$ cat src/rtl/rcvr_fifo.sv
// rcvr_fifo: serial frame receiver with header hunt and show-ahead word FIFO.
// Hunts data_in for MATCH, deserialises a DATA_W-bit body, queues words.
//
// Ports:
//   clock     in   rising-edge clock
//   reset     in   asynchronous active-high reset
//   data_in   in   serial data, one bit per clock
//   reading   in   consumer pop strobe (ignored while empty)
//   ready     out  FIFO holds at least one word
//   overrun   out  sticky: a completed word was dropped on a full FIFO
//   data_out  out  head word of the FIFO (show-ahead), 0 when empty
//   level     out  number of queued words
//   busy      out  body bits are being shifted in
module rcvr_fifo #(
    parameter int                HEAD_W    = 8,
    parameter logic [HEAD_W-1:0] MATCH     = 8'hA5,
    parameter int                DATA_W    = 8,
    parameter int                DEPTH     = 4,
    parameter bit                MSB_FIRST = 1'b1
) (
    input  logic                     clock,
    input  logic                     reset,
    input  logic                     data_in,
    input  logic                     reading,
    output logic                     ready,
    output logic                     overrun,
    output logic [DATA_W-1:0]        data_out,
    output logic [$clog2(DEPTH):0]   level,
    output logic                     busy
);

    localparam int AW    = $clog2(DEPTH);
    localparam int LVL_W = AW + 1;
    localparam int CNT_W = (DATA_W > 2) ? $clog2(DATA_W) : 1;

    localparam logic [CNT_W-1:0] LAST     = CNT_W'(DATA_W - 1);
    localparam logic [LVL_W-1:0] LVL_FULL = LVL_W'(DEPTH);

    // The shift register is preloaded with the complement of the first
    // header bit so stale content can never complete a header early.
    localparam logic [HEAD_W-2:0] HEAD_RST = {(HEAD_W-1){~MATCH[HEAD_W-1]}};

    localparam logic [0:0] PH_HEAD = 1'b0;
    localparam logic [0:0] PH_BODY = 1'b1;

    // ------------------------------------------------------------------
    // Receiver state
    // ------------------------------------------------------------------
    logic [0:0]        r_phase;
    logic [HEAD_W-2:0] r_head;
    logic [DATA_W-2:0] r_body;
    logic [CNT_W-1:0]  r_count;

    logic [HEAD_W-1:0] w_head_cat;
    logic              w_hit;
    logic              w_last;
    logic [DATA_W-1:0] w_word;
    logic [DATA_W-2:0] w_body_nxt;

    assign w_head_cat = {r_head, data_in};
    assign w_hit      = (r_phase == PH_HEAD) && (w_head_cat == MATCH);
    assign w_last     = (r_phase == PH_BODY) && (r_count == LAST);

    // MSB-first shifts left (oldest bit ends at the top); LSB-first
    // shifts right so the oldest bit ends at bit 0.
    assign w_word     = MSB_FIRST ? {r_body, data_in} : {data_in, r_body};
    assign w_body_nxt = MSB_FIRST ? w_word[DATA_W-2:0]
                                  : w_word[DATA_W-1:1];

    always_ff @(posedge clock or posedge reset) begin
        if (reset) begin
            r_phase <= PH_HEAD;
            r_head  <= HEAD_RST;
            r_body  <= '0;
            r_count <= '0;
        end else begin
            case (r_phase)
                PH_HEAD: begin
                    if (w_hit) begin
                        r_phase <= PH_BODY;
                        r_head  <= HEAD_RST;
                    end else begin
                        r_head  <= w_head_cat[HEAD_W-2:0];
                    end
                end
                PH_BODY: begin
                    r_body <= w_body_nxt;
                    if (w_last) begin
                        r_phase <= PH_HEAD;
                        r_count <= '0;
                    end else begin
                        r_count <= r_count + 1'b1;
                    end
                end
                default: begin
                    r_phase <= PH_HEAD;
                end
            endcase
        end
    end

    assign busy = (r_phase == PH_BODY);

    // ------------------------------------------------------------------
    // Word FIFO
    // ------------------------------------------------------------------
    logic [DATA_W-1:0] r_mem [DEPTH];
    logic [AW-1:0]     r_wr;
    logic [AW-1:0]     r_rd;
    logic [LVL_W-1:0]  r_level;
    logic              r_ready;
    logic              r_overrun;
    logic [DATA_W-1:0] r_dout;

    logic              w_pop;
    logic              w_full;
    logic              w_wr_en;
    logic              w_drop;
    logic [AW-1:0]     w_rd_nxt;
    logic [AW-1:0]     w_wr_nxt;
    logic [LVL_W-1:0]  w_lvl_nxt;
    logic [DATA_W-1:0] w_head_nxt;

    assign w_pop    = reading && r_ready;
    assign w_full   = (r_level == LVL_FULL);
    // A simultaneous pop frees the slot the new word needs.
    assign w_wr_en  = w_last && (!w_full || w_pop);
    assign w_drop   = w_last && w_full && !w_pop;
    assign w_rd_nxt = w_pop   ? r_rd + 1'b1 : r_rd;
    assign w_wr_nxt = w_wr_en ? r_wr + 1'b1 : r_wr;

    always_comb begin
        w_lvl_nxt = r_level;
        case ({w_wr_en, w_pop})
            2'b10:   w_lvl_nxt = r_level + 1'b1;
            2'b01:   w_lvl_nxt = r_level - 1'b1;
            default: w_lvl_nxt = r_level;
        endcase
    end

    // Next head word: the word being written this edge becomes the head
    // when every older entry is gone, otherwise the head comes from memory.
    always_comb begin
        w_head_nxt = '0;
        if (w_lvl_nxt == '0) begin
            w_head_nxt = '0;
        end else if (w_wr_en && (w_rd_nxt == r_wr)) begin
            w_head_nxt = w_word;
        end else begin
            w_head_nxt = r_mem[w_rd_nxt];
        end
    end

    always_ff @(posedge clock) begin
        if (w_wr_en) begin
            r_mem[r_wr] <= w_word;
        end
    end

    always_ff @(posedge clock or posedge reset) begin
        if (reset) begin
            r_wr    <= '0;
            r_rd    <= '0;
            r_level <= '0;
            r_ready <= 1'b0;
            r_dout  <= '0;
        end else begin
            r_wr    <= w_wr_nxt;
            r_rd    <= w_rd_nxt;
            r_level <= w_lvl_nxt;
            r_ready <= (w_lvl_nxt != '0);
            r_dout  <= w_head_nxt;
        end
    end

    // A drop needs a full FIFO with no pop, so it never meets a clear.
    always_ff @(posedge clock or posedge reset) begin
        if (reset) begin
            r_overrun <= 1'b0;
        end else if (reading) begin
            r_overrun <= 1'b0;
        end else if (w_drop) begin
            r_overrun <= 1'b1;
        end
    end

    assign ready    = r_ready;
    assign overrun  = r_overrun;
    assign data_out = r_dout;
    assign level    = r_level;

endmodule
$ cat config.mk
export PLATFORM = sky130hd
export DESIGN_NAME = rcvr_fifo
export DESIGN_NICKNAME = d
export VERILOG_FILES = /design/src/rtl/rcvr_fifo.sv
export SDC_FILE = /design/constraint.sdc
export NUM_CORES = 1
export LEC_CHECK = 0
export BUFFER_PORTS_ARGS = -buffer_cell sky130_fd_sc_hd__buf_2
export CORE_ASPECT_RATIO = 1.4
export CORE_MARGIN = 2
export CORE_UTILIZATION = 25
export DETAILED_ROUTE_END_ITERATION = 12
export GPL_TIMING_DRIVEN = 0
export SLEW_MARGIN = 20
export SYNTH_ARGS = -nofsm -noshare
export SYNTH_HDL_FRONTEND = slang
export SYNTH_SLANG_ARGS = --single-unit
$ cat constraint.sdc
create_clock -name clock -period 3.6 [get_ports clock]
set_input_delay 0 -clock clock [delete_from_list [all_inputs] [get_ports clock]]
set_output_delay 0 -clock clock [all_outputs]
set_load 0.05 [all_outputs]
## Yosys cells after proc, flatten, opt, wreduce, memory -nomap -nowiden

Memories as Yosys holds them, arrays and structs flattened.
Index checks and enable logic that the tools add are counted.

| storage, ports and cells | value |
|---|---|
| register bits | 35 |
| RAM bits | 32 |
| input port bits | 4 |
| logic and storage cells | 49 |
| memories | 1 |

Memories:

| name | depth | width | read ports | clocked after memory_dff | write ports | RTL line | source |
|---|---|---|---|---|---|---|---|
| r_mem | 4 | 8 | 1 | 0 | 1 | 107 | `logic [DATA_W-1:0] r_mem [DEPTH];` |

| cells by class | value |
|---|---|
| add/sub/neg operators | 5 |
| equality and inequality tests | 6 |
| multiplexer cells | 13 |
| bitwise operators | 1 |
| reductions and logical operators | 13 |

Operators by type and width:

| operator | count |
|---|---|
| $mux 8 | 2 |
| $eq 8x8->1 const B | 1 |
| $logic_and 1x1->1 | 7 |
| $mux 7 | 1 |
| $add 3x1->3 const B | 2 |
| $eq 3x3->1 const B | 2 |
| $mux 1 | 6 |
| $pmux 3 s2 | 1 |
| $add 2x1->2 const B | 2 |
| $logic_not 3->1 | 1 |
| $mux 3 | 1 |
| $reduce_bool 3->1 | 1 |
| $sub 3x1->3 const B | 1 |
| $eq 2x1->1 const B | 1 |
| $eq 2x2->1 | 1 |
| $eq 2x2->1 const B | 1 |
| $logic_not 1->1 | 2 |
| $mux 2 | 1 |
| $pmux 1 s2 | 1 |
| $reduce_bool 2->1 | 1 |
| $logic_or 1x1->1 | 1 |
| $not 1->1 | 1 |

## Depth between registers and ports, before layout

| logic depth | value |
|---|---|
| word-level depth | 8 |
| mapped depth | 10 |
| mapped depth without buffers | 10 |

## Worst setup path before layout

No wires, ideal clock.

| timing path | value |
|---|---|
| path kind | register to register |
| start point | register r_ready, in the netlist ready |
| end point | register r_dout[0], in the netlist data_out[0] |
| setup time | 144 ps |
| data arrival time | 2331 ps |
| required time | 3456 ps |
| slack | 1125 ps |
| cell stages (with the launch flop) | 9 |
| buffers on the path | 1 |
| cells stage by stage | dfrtp_1 -> buf_6 -> nand2_1 -> nor2_1 -> fa_1 -> or3_1 -> a21o_1 -> a21oi_4 -> nor3_1 |

| on the way | value |
|---|---|
| word-level cells in the longest chain between the ends | 7 |
| elaborated cells between the ends (all ways) | 13 |
| those cells by class | eq/ne (3); mux (4); reduce/logical (5); memory (1) |

Ends and longest elaborated chain:

| item | RTL line | source |
|---|---|---|
| from (decl) | 111 | `logic r_ready;` |
| from (signal assigned) | 171 | `r_ready <= (w_lvl_nxt != '0);` |
| $logic_and 1x1->1 * | 124 | `assign w_pop = reading && r_ready;` |
| $logic_or 1x1->1 | 127 | `assign w_wr_en = w_last && (!w_full \|\| w_pop);` |
| $logic_and 1x1->1 | 127 |  |
| $eq 2x1->1 or $eq 2x2->1 (tied branches) | 134 | `case ({w_wr_en, w_pop})` |
| $pmux 3 s2 | 134 |  |
| $logic_not 3->1 | 145 | `if (w_lvl_nxt == '0) begin` |
| $mux 8 * | 145 |  |
| net w_head_nxt[0] | 122 | `logic [DATA_W-1:0] w_head_nxt;` |
| to (signal assigned) | 172 | `r_dout <= w_head_nxt;` |
| to (decl) | 113 | `logic [DATA_W-1:0] r_dout;` |

Mark *: on every way through the listed nets, which the timed path passes. The rest lies on a longest branch.
A chain may end at the register's enable or synchronous reset.

## Final worst setup path

| timing path | value |
|---|---|
| start point | register r_count[0] |
| end point | register r_dout[5], in the netlist data_out[5] |

| on the way | value |
|---|---|
| word-level cells in the longest chain between the ends | 7 |
| elaborated cells between the ends (all ways) | 10 |
| those cells by class | eq/ne (3); mux (3); reduce/logical (4) |

Ends and longest elaborated chain:

| item | RTL line | source |
|---|---|---|
| from (decl) | 52 | `logic [CNT_W-1:0] r_count;` |
| from (signal assigned) | 92 | `r_count <= r_count + 1'b1;` |
| $eq 3x3->1 * | 62 | `assign w_last = (r_phase == PH_BODY) && (r_count == LAST);` |
| $logic_and 1x1->1 * | 62 |  |
| $logic_and 1x1->1 * | 127 |  |
| $eq 2x1->1 or $eq 2x2->1 (tied branches) | 134 |  |
| $pmux 3 s2 | 134 |  |
| $logic_not 3->1 | 145 |  |
| $mux 8 * | 145 |  |
| net w_head_nxt[5] | 122 |  |

Marked as above.

==> impl_metrics.ini <==
[yosys]
synth_cell_types = 45
synth_xor_area_share_pct = 2.33
synth-seq-cells = 67
ys_seq_area_share_pct = 57.9
syn-num-nets = 246
yosys.area.top_type_share_pct = 30.3
synth_cells = 235
synth-simple-area-share_pct = 10.5
synth_adder_area_share_pct = 3.00
synth.yosys.warnings = 0
syn-cell-area_mm2 = 0.00317
synth-edff-count = 32
synthTopCellsByArea = edfxtp_1 30%, dfrtp_1 28%, mux2i_1 6.0%
ys.flop_type = dfrtp_1
synthMuxAreaShare_pct = 10.6
synth_common_cells = 35 x dfrtp_1, 32 x edfxtp_1, 19 x mux2i_1, 13 x inv_1, 12 x mux2_2
yosysMostFrequentCell = dfrtp_1
synth_top_family_by_area = compound AO/OA/AOI/OAI gates
ys_async_sr_fraction_pct = 52.2
syn_area_per_cell_um2 = 13.5
yosys.area.top_type = edfxtp_1
synth_compound_area_share_pct = 11.3

[routing]
drtAntennaViolNets = 0
first_pass_iters = 4
drc = 0
drt-total-wl_um = 6890
first_iter_violations = 128
num_vias = 2081
vias_per_cell = 4.94
wl_per_cell_um = 16.4

[clocking]
cts_max_path_buffers = 2
htreeDepth = 3
cts.clk_slew.worst_paths_ps = 50
postCtsHoldBufs = 2
cts_buffers = 9
cts-root-buf = clkbuf_16
clock-sinks = 67
insertion_delay_ps = 330
cts_resized = 0
cts_tree = done
postCtsSetupBuffers = 0

[worst_setup_path]
crit_required_ps = 3770
reg2reg_from = r_count[0]$_DFFE_PP0P_
critPathMaxFanout = 9
arrival_ps = 2820
reg2reg_setup_slack_ps = 950
crit_path_start = r_count[0]$_DFFE_PP0P_
end_kind = register
cp-start-kind = register
worstSetupPathType = register to register

[worst_hold_path]
hp-class = input pin to asynchronous set/reset pin

[grt]
antenna_found_initial = 0
grt_pass1_wl_um = 11100
grt_usage_pct = 10.6
grt_max_degree = 24
grt_pass1_vias = 2196
grt_remaining_overflow = 0

[timing]
worst_slew_pin_slew_ps = 791
hold_viol = 0
period_share_pct = 73.6
drv_slew = 0
tns_ps = 0
setup_viol = 0
slew-limit-headroom_pct = 47.0
fin_skew_ps = 4.93
grt_setup_unrepaired = no
max_freq_mhz = 377
fin_ws_ps = 949
min_period_ps = 2650

[place]
dp_slack_ps = 944
place.gp.congestion = 0.825
place_hpwl_um = 4860
io_buffers = 17

[final_layout]
nets = 277
num_antenna_cells = 0
layout-drive-gt1-share_pct = 23.2
area.growth.synth_to_final_pct = 19.5

[floorplanning]
ios = 18
initial_core_util_pct = 25.6
coreArea_mm2 = 0.0124
die_w_um = 99.2
die_h_um = 137
dieArea_mm2 = 0.0136
rows = 48

[power]
p_leak_nw = 1.53
ir_drop_mv = 0.252
p_per_area_mw_per_mm2 = 892

[flow_run]
maxCapViolations = 0

[status]
status = complete, no violations
placed cells by master (no fill, tap or decap), types with 2 or more instances in the layout:
cell | netlist | routed
nand2b_1 | 3 | 3
nor2_1 | 9 | 9
mux2_2 | 12 | 12
clkinv_1 | 0 | 2
clkbuf_16 | 0 | 9
o311ai_1 | 8 | 8
nor3_1 | 11 | 11
o21ai_0 | 2 | 2
and3_1 | 2 | 2
and2_1 | 6 | 6
nand2_1 | 3 | 3
a211oi_1 | 8 | 8
a22oi_1 | 8 | 8
ha_1 | 6 | 6
a21oi_1 | 2 | 2
clkbuf_1 | 3 | 5
mux2i_1 | 19 | 19
dfrtp_1 | 35 | 35
buf_6 | 2 | 2
or3_1 | 2 | 2
a311o_1 | 8 | 8
dlygate4sd3_1 | 0 | 2
inv_1 | 13 | 12
xnor2_1 | 3 | 3
buf_4 | 3 | 3
clkbuf_8 | 0 | 2
edfxtp_1 | 32 | 32
nand4b_1 | 8 | 8
buf_2 | 6 | 23
nor3_2 | 2 | 2
cell type report:
type                            instances  area [um2]
Sequential cell                        67        1840
Inverter                               13        48.8
Multi-Input combinational cell        140        1200
Tap cell                              150         188
Buffer                                 15        90.1
Timing Repair Buffer                   20         133
Clock inverter                          3        37.5
Clock buffer                           13         260
Fill cell                            1213        8580
power by group:
group	total (W)	switching [W]	internal, W
Sequential	0.00121	0.000166	0.00104
Clock	0.000873	0.000303	0.000569
Combinational	0.00130	0.000800	0.000502
logic make-up after synthesis:
kind of cell / count (synthesis)
simple gates: 52
fa+ha+maj: 7
xor+xnor: 6
flops: 67
buf+inv: 28
mux: 32
compound gates: 43
stage by stage:
step	cells	util [%]	total power, W	hold slack, ps	area [um2]
after floorplan	235	-	0.00219	98.9	3170
after global placement	402	27.9	0.00248	313	3450
after detailed placement	403	28.1	0.00252	-0.617	3470
after CTS	421	30.6	0.00340	202	3790
after global routing	421	30.6	0.00355	237	3790
final	421	30.6	0.00338	188	3790
per-layer routing:
metal | vias up | wire, um | GRT usage [%]
li1 | 955 | - | -
met1 | 1037 | 2700 | 11.1
met2 | 71 | 3670 | 19.4
met3 | 18 | 295 | 1.88
met4 | 0 | 233 | 6.77
met5 | - | 0 | 0
sequential cells by signal (all words and copies together) (netlist names):
| name | flops |
|---|---|
| r_rd | 2 |
| r_head | 7 |
| r_body | 7 |
| r_mem | 32 |
| data_out | 8 |
| r_count | 3 |
| ready | 1 |
| overrun | 1 |
| level | 3 |
| busy | 1 |
| r_wr | 2 |
worst max-delay path, cell delays in order, from the launching register on:
cell     delay, ps
dfrtp_1        360
ha_1           150
ha_1           160
and2_1         180
nor2_1         100
fa_1           460
or3_1          390
a21o_1         210
a21oi_4        350
nor3_1         120
path summary, 6_finish.rpt:
check | endpoint | cells past startpoint
max | data_out[5]$_DFF_PP0_ | 9
min | r_rd[1]$_DFF_PP0_ | 3
max reg2reg | data_out[5]$_DFF_PP0_ | 9
min reg2reg | r_count[0]$_DFFE_PP0P_ | 1
max in group asynchronous | r_body[5]$_DFFE_PP0P_ | 4
min in group clock | r_rd[1]$_DFF_PP0_ | 4
Power figures use the tool's default switching activity.
